File: config.mk
export PLATFORM = sky130hd
export DESIGN_NAME = odo_sbox_lane_feeder
export DESIGN_NICKNAME = d
export VERILOG_FILES = /design/src/rtl/odo_pkg.sv /design/src/rtl/odo_tag_delay.sv /design/src/rtl/odo_sbox_lane_feeder.sv
export SDC_FILE = /design/constraint.sdc
export NUM_CORES = 1
export LEC_CHECK = 0
export BUFFER_PORTS_ARGS = -buffer_cell sky130_fd_sc_hd__buf_2
export CAP_MARGIN = 40
export CELL_PAD_IN_SITES_DETAIL_PLACEMENT = 0
export CELL_PAD_IN_SITES_GLOBAL_PLACEMENT = 1
export CORE_MARGIN = 2
export CORE_UTILIZATION = 46
export CTS_CLUSTER_SIZE = 30
export DETAILED_ROUTE_END_ITERATION = 16
export PLACE_DENSITY_LB_ADDON = 0.3
export SYNTH_ARGS = -nofsm -noshare
export SYNTH_HDL_FRONTEND = slang
export SYNTH_HIERARCHICAL = 1
export SYNTH_SLANG_ARGS = --single-unit
File: constraint.sdc
create_clock -name clk -period 7.3 [get_ports clk]
set_input_delay 0 -clock clk [delete_from_list [all_inputs] [get_ports clk]]
set_output_delay 0 -clock clk [all_outputs]
set_load 0.02 [all_outputs]
File: src/rtl/odo_pkg.sv
// odo_pkg: shared widths and FSM state type for the Odo S-box lane feeder
package odo_pkg;
  localparam int ODO_SMALL_W = 6;
  localparam int ODO_FEED_LANES = 10;
  typedef enum logic [1:0] {IDLE, ISSUE, DRAIN, HOLD} feed_state_t;
endpackage

File: src/rtl/odo_tag_delay.sv
// odo_tag_delay: DEPTH-stage shift register carrying the S-box issue-valid tag
module odo_tag_delay #(
  parameter int DEPTH = 1
) (
  input  logic clk,
  input  logic rst,
  input  logic tag_in,
  output logic tag_out
);
  logic [DEPTH-1:0] line;
  always_ff @(posedge clk or posedge rst)
    if (rst) line <= '0;
    else line <= DEPTH'({line, tag_in});
  assign tag_out = line[DEPTH-1];
endmodule

File: src/rtl/odo_sbox_lane_feeder.sv
// odo_sbox_lane_feeder: serialises a wide word through one external S-box, one lane per cycle
// Optional word_cnt output when ODO_SBOX_FEED_CNT_EN is defined.
module odo_sbox_lane_feeder
  import odo_pkg::*;
#(
  parameter int LANES = ODO_FEED_LANES,
  parameter int LANE_W = ODO_SMALL_W,
  parameter int SBOX_LAT = 1
) (
  input  logic                    clk,
  input  logic                    reset,
  input  logic                    in_valid,
  output logic                    in_ready,
  input  logic [LANES*LANE_W-1:0] in_data,
  output logic [LANE_W-1:0]       sbox_in,
  input  logic [LANE_W-1:0]       sbox_out,
  output logic                    out_valid,
  input  logic                    out_ready,
  output logic [LANES*LANE_W-1:0] out_data
`ifdef ODO_SBOX_FEED_CNT_EN
  ,
  output logic [31:0]             word_cnt
`endif
);
  localparam int CW = $clog2(LANES + 1);
  feed_state_t state;
  logic [CW-1:0] issue_cnt, cap_cnt;
  logic [LANES*LANE_W-1:0] lanes, result, next_res;
  logic issued, tag;
  assign in_ready = state == IDLE && !reset;
  // issued marks a valid sbox_in; the tag line adds the ROM read latency
  odo_tag_delay #(.DEPTH(SBOX_LAT)) u_tag (
    .clk(clk),
    .rst(reset),
    .tag_in(issued),
    .tag_out(tag)
  );
  always_comb begin
    next_res = result;
    next_res[cap_cnt*LANE_W +: LANE_W] = sbox_out;
  end
  always_ff @(posedge clk or posedge reset)
    if (reset) begin
      state <= IDLE;
      issue_cnt <= '0;
      cap_cnt <= '0;
      sbox_in <= '0;
      issued <= 1'b0;
      lanes <= '0;
      result <= '0;
      out_valid <= 1'b0;
      out_data <= '0;
    end else begin
      issued <= 1'b0;
      case (state)
        // lane 0 goes out on the accept edge so the ROM read overlaps the FSM step
        IDLE: if (in_valid) begin
          lanes <= in_data;
          sbox_in <= in_data[LANE_W-1:0];
          issued <= 1'b1;
          issue_cnt <= CW'(1);
          state <= ISSUE;
        end
        ISSUE: if (issue_cnt == CW'(LANES)) begin
          sbox_in <= '0;
          state <= DRAIN;
        end else begin
          sbox_in <= lanes[issue_cnt*LANE_W +: LANE_W];
          issued <= 1'b1;
          issue_cnt <= issue_cnt + 1'b1;
        end
        DRAIN: ;
        HOLD: if (out_ready) begin
          out_valid <= 1'b0;
          issue_cnt <= '0;
          cap_cnt <= '0;
          state <= IDLE;
        end
      endcase
      if (tag && (state == ISSUE || state == DRAIN)) begin
        result <= next_res;
        cap_cnt <= cap_cnt + 1'b1;
        if (cap_cnt == CW'(LANES - 1)) begin
          out_data <= next_res;
          out_valid <= 1'b1;
          state <= HOLD;
        end
      end
    end
`ifdef ODO_SBOX_FEED_CNT_EN
  always_ff @(posedge clk or posedge reset)
    if (reset) word_cnt <= '0;
    else if (out_valid && out_ready) word_cnt <= word_cnt + 1'b1;
`endif
endmodule

# After elaboration in Yosys (flattened, before gate mapping)

Cells that the tools add are included.

Register bits after elaboration: 199
Bits of input ports: 70
Output and inout bits: 68
Word-level logic and storage cells: 63

$add $sub $neg: 3
Multipliers: 2
Equal/unequal tests: 8
Shift-type cells: 3
Muxes and demuxes: 23
Reduce and logical (&&, ||, !) cells: 14

Operator list:

| kind                      | count |
|---|---|
| $bwmux W60                | 1 |
| $shift A6 B34 Y60 const A | 1 |
| $shiftx A6 B34 Y60        | 1 |
| $shiftx A60 B8 Y6         | 1 |
| $neg A7 Y34               | 1 |
| $mux W4                   | 5 |
| $mul A4 B2 Y6 const B     | 2 |
| $mux W6                   | 2 |
| $pmux W4 S3               | 1 |
| $pmux W6 S2               | 1 |
| $mux W2                   | 5 |
| $add A4 B1 Y4 const B     | 2 |
| $eq A4 B4 Y1 const B      | 2 |
| $reduce_and A2 Y1         | 4 |
| $mux W1                   | 6 |
| $ne A2 B2 Y1 const B      | 3 |
| $pmux W2 S3               | 1 |
| $reduce_bool A2 Y1        | 3 |
| $eq A2 B2 Y1 const B      | 2 |
| $reduce_and A4 Y1         | 1 |
| $reduce_bool A3 Y1        | 1 |
| $eq A2 B1 Y1 const B      | 1 |
| $logic_and A1 B1 Y1       | 2 |
| $logic_not A2 Y1          | 1 |
| 3 further kinds           | 3 |

# Longest topological paths before layout

Depth after elaboration: 5
Gate-level depth with buffers: 17
Mapped depth without buffers: 12

# Modules after synthesis

The synthesis kept the hierarchy.

By module, submodules not included:

| module               | times used | cells an instance | area each (um^2) | sequential area each (um^2) |
|---|---|---|---|---|
| odo_sbox_lane_feeder | 1          | 986               | 10585.2          | 4954.8 |
| odo_tag_delay        | 1          | 2                 | 28.8             | 25.0 |

# Worst setup path before layout

Ideal clock, no wire load.

Path kind: reg2reg
From: register cap_cnt[2]
To: register result[2]
Library setup time: 0.128 ns
Arrival: 3.859 ns
Data required time: 7.172 ns
Path slack: 3.313 ns
Stages on the path, launching flop included: 17
Path buffers: 4
Clock period less this slack: 3.987 ns
Cells stage by stage: dfrtp_1 -> clkbuf_1 -> buf_2 -> inv_1 -> ha_1 -> buf_2 -> nor2b_1 -> o21ai_2 -> a21oi_1 -> ha_1 -> inv_1 -> clkbuf_1 -> nand4_1 -> a211o_1 -> o41a_1 -> nor2_2 -> mux2_1

Word-level cells in the longest chain between the ends: 4
Elaborated cells between the ends (all ways): 5
Those cells by class: 1 x add/sub; 1 x mul; 2 x shift; 1 x mux

Ends and longest elaborated chain:

| element                                                 | line                       | source |
|---|---|---|
| from (decl)                                             | odo_sbox_lane_feeder.sv:27 | `logic [CW-1:0] issue_cnt, cap_cnt;` |
| from (signal assigned)                                  | odo_sbox_lane_feeder.sv:82 | `cap_cnt <= cap_cnt + 1'b1;` |
| $mul A4 B2 Y6 (*)                                       | odo_sbox_lane_feeder.sv:40 | `next_res[cap_cnt*LANE_W +: LANE_W] = sbox_out;` |
| $neg A7 Y34 (*)                                         | odo_sbox_lane_feeder.sv:40 |  |
| $shiftx A6 B34 Y60 or $shift A6 B34 Y60 (tied branches) | odo_sbox_lane_feeder.sv:40 |  |
| $bwmux W60 (*)                                          | odo_sbox_lane_feeder.sv:40 |  |
| to (signal assigned)                                    | odo_sbox_lane_feeder.sv:81 | `result <= next_res;` |
| to (decl)                                               | odo_sbox_lane_feeder.sv:28 | `logic [LANES*LANE_W-1:0] lanes, result, next_res;` |

Mark *: on every way between the ends. The rest lies on a longest branch, timed or not.
A chain may end at the register's enable or synchronous reset.

# Worst setup path in the final report

From: register cap_cnt[0]
To: register result[28]

The elaborated chain is that of the path after synthesis.

==> flow_summary.yaml <==
critical_path:
  worst_r2r_startpoint: "cap_cnt[0]$_DFFE_PP0P_"
  cp.arrival_ns: 5.27
  crit_path_end_kind: "flip-flop"
  crit_required_ns: 7.63
  rrSetupSlack_ns: 2.37
  path_class: "reg2reg"
  worstReg2RegEnd: "result[28]$_DFFE_PP0P_"
  crit_fanout: 24
  startpoint_type: "flip-flop"
  ff2ff_path_depth: 13
floorplan:
  dieHeight_um: 156
  die-area_mm2: 0.0243
  coreArea_mm2: 0.0226
  fp-row-count: 55
  initial_core_util: 0.469
  boundaryPins: 138
  die_x_um: 156
sta:
  worst_slack_ns: 2.37
  rsz0062_at_grt: "no"
  worstMarginPinSlew_ns: 0.856
  finalSetupViolCount: 0
  relSlewSlack: 0.429
  drv_slew: 0
  finalSetupTns_ns: 0
  timing.final.crit_share: 0.676
  fmax_ghz: 0.203
  hold_viol: 0
  clock_skew_ns: 0.0190
  fin_crit_ns: 4.93
clock_network:
  cts_tree: "built"
  cts_root_buf: "clkbuf_16"
  clk_pin_slew_ns: 0.08
  cts_buffer_depth: 2
  cts.sink_count: 199
  htree_num_levels: 4
  worstSkewPairLatency_ns: 0.45
  numCtsBuffers: 17
  cts_resized: 0
global_route:
  track_usage: 0.244
  grt_max_degree: 116
  overflow: 0
  antenna_found_initial: 0
  grt_pass1_wl_um: 46600
  first_global_vias: 8556
synthesis:
  syn_inst: 988
  ys_seq_area_frac: 0.469
  synth_edf_count: 0
  synth-main-ff-cell: "dfrtp_1"
  avgSynthCellArea_um2: 10.7
  synth.area.mux_share: 0.174
  synthArstFlopShare: 1.00
  synthAdderAreaFrac: 0.0196
  yosys.area.top_type: "dfrtp_1"
  syn_nets: 1074
  ys_types: 83
  yosys.area_share.simple: 0.151
  ys_ff_latch: 199
  synth_area_mm2: 0.0106
  synth_compound_area_frac: 0.146
  synth_top_cells_by_area: "dfrtp_1, mux2_2, mux2i_1"
  synth_top_area_frac: 0.469
  synth_top_family_by_area: "multiplexers"
  synthXorXnorAreaFrac: 0.00778
  yosysWarnings: 6
power_and_ir_drop:
  irDropWorstVdd_mv: 0.307
  powerDensity_mw_per_mm2: 523
  finalPower_uw: 6730
  leakage_uw: 0.00560
layout:
  utilization: 0.569
  drive_above_1_share: 0.286
  fillCellCount: 1946
  multi_input_area_mm2: 0.00530
  seq_area_mm2: 0.00498
  syn2layout_area_growth_pct: 21.3
  diodes: 0
  nNetsFinal: 1247
route:
  via_per_inst: 5.85
  wl_per_cell_um: 19.7
  vias: 8531
  firstDrtPassIters: 5
  drc: 0
  wl_um: 28700
  ant_nets: 0
  drt-initial-drc-count: 655
placed_design:
  globalplace.congestion: 0.873
  dp_slack_ns: 2.37
  port_buffers: 137
  hpwl_um: 20000
job:
  drv_cap: 0
outcome:
  status: "finished clean"
hold_path:
  hp-class: "in2async"
-- layout by cell type, fill, tap and decap left out, types with 15 or more instances in the layout --
| master | instances |
|---|---|
| inv_1 | 18 |
| ha_1 | 15 |
| buf_2 | 137 |
| dlygate4sd3_1 | 63 |
| o22ai_1 | 16 |
| clkbuf_16 | 17 |
| nand2_1 | 81 |
| nor2b_1 | 17 |
| nor2_1 | 52 |
| o21ai_0 | 56 |
| nand4_1 | 16 |
| a21oi_1 | 55 |
| nor3_1 | 23 |
| nand3_1 | 30 |
| dfrtp_1 | 199 |
| mux2i_1 | 36 |
| mux2_2 | 97 |
-- final cells by class --
type / instances / area share
inverter: 20 / 0.00642
timing repair buffer: 218 / 0.118
clock buffer: 17 / 0.0331
tap: 285 / 0.0277
sequential: 199 / 0.387
multi-input combinational: 705 / 0.412
clock inverter: 15 / 0.0161
-- per-stage QoR --
step | hold WS (ns) | area, µm² | std cells
after CTS | 0.0232 | 12900 | 1459
after global placement | -0.101 | 11500 | 1358
final | 0.0302 | 12900 | 1459
after global routing | 0.0421 | 12900 | 1459
after detailed placement | -0.100 | 11600 | 1364
after floorplan | -0.271 | 10600 | 988
-- cells by family (layout without fill, tap and decap cells) --
logic type               Yosys count  in the layout
adder cells (fa/ha/maj)           16             16
AO/OA/AOI/OAI                    229            229
buffers and inverters             84            270
flip-flops                       199            199
AND/OR/NAND/NOR                  298            298
multiplexers                     155            155
XOR/XNOR                           7              7
-- sequential cells by signal, indices dropped and copies added, names as in the netlist --
name and count:
u_tag/tag_out 1, lanes 60, cap_cnt 4, issued 1, state 2, sbox_in 6
result 60, out_valid 1, out_data 60, issue_cnt 4
-- critical path, stage by stage (launching register included) --
cell and delay, ns:
dfrtp_1 0.79, buf_4 0.36, ha_1 0.30, fa_1 0.61
nor3_2 0.40, nand2_1 0.10, a21oi_1 0.13, ha_1 0.33
inv_1 0.28, nor2_1 0.38, o211ai_1 0.23, buf_4 0.23
or3_1 0.40, mux2_2 0.28
-- repair_timing --
item / in CTS / in global routing
setup buffers: 0 / 0
hold buffers: 63 / 0
endpoints found under the hold margin: 180 / 0
-- synthesized netlist by cell type, types with 5 or more instances --
library cell / number
nand2b_1: 14
a21oi_1: 56
nor2b_1: 17
nor4_1: 6
nand4_1: 16
a22o_1: 5
clkbuf_1: 36
a221o_1: 9
ha_1: 15
o21ai_0: 56
mux2i_1: 36
mux2_1: 8
mux2_2: 97
a31oi_1: 7
or3_1: 8
o31ai_1: 7
nand2_1: 82
nor3_1: 23
buf_2: 14
dfrtp_1: 199
and2_1: 8
a22oi_1: 6
o22ai_1: 16
o311ai_0: 10
inv_1: 19
nor3b_1: 5
o211ai_1: 11
mux4_2: 12
nand3_1: 31
buf_1: 10
nor2_1: 52
-- where the power goes --
part	internal (µW)	leakage, µW	total (µW)	switching, µW
Sequential	1570	0.00234	1880	310
Combinational	1370	0.00295	3850	2480
Clock	480	0.000305	997	517
-- routing by layer --
layer | GRT usage | wire length (µm)
met1 | 0.336 | 12900
met3 | 0.0369 | 1370
met5 | 0 | 0
met4 | 0.0773 | 658
met2 | 0.402 | 13700
-- worst max-delay path by stage --
stage / from / to / slack [ns] / cells past startpoint
floorplan: reset / cap_cnt[0]$_DFFE_PP0P_ / 1.90 / 1
global placement: cap_cnt[0]$_DFFE_PP0P_ / result[28]$_DFFE_PP0P_ / 2.27 / 11
detailed placement: cap_cnt[0]$_DFFE_PP0P_ / result[28]$_DFFE_PP0P_ / 2.37 / 13
CTS: cap_cnt[0]$_DFFE_PP0P_ / result[28]$_DFFE_PP0P_ / 2.38 / 13
global route: cap_cnt[0]$_DFFE_PP0P_ / result[27]$_DFFE_PP0P_ / 2.02 / 13
finish: cap_cnt[0]$_DFFE_PP0P_ / result[28]$_DFFE_PP0P_ / 2.37 / 13
(Power assumes the default switching activity.)
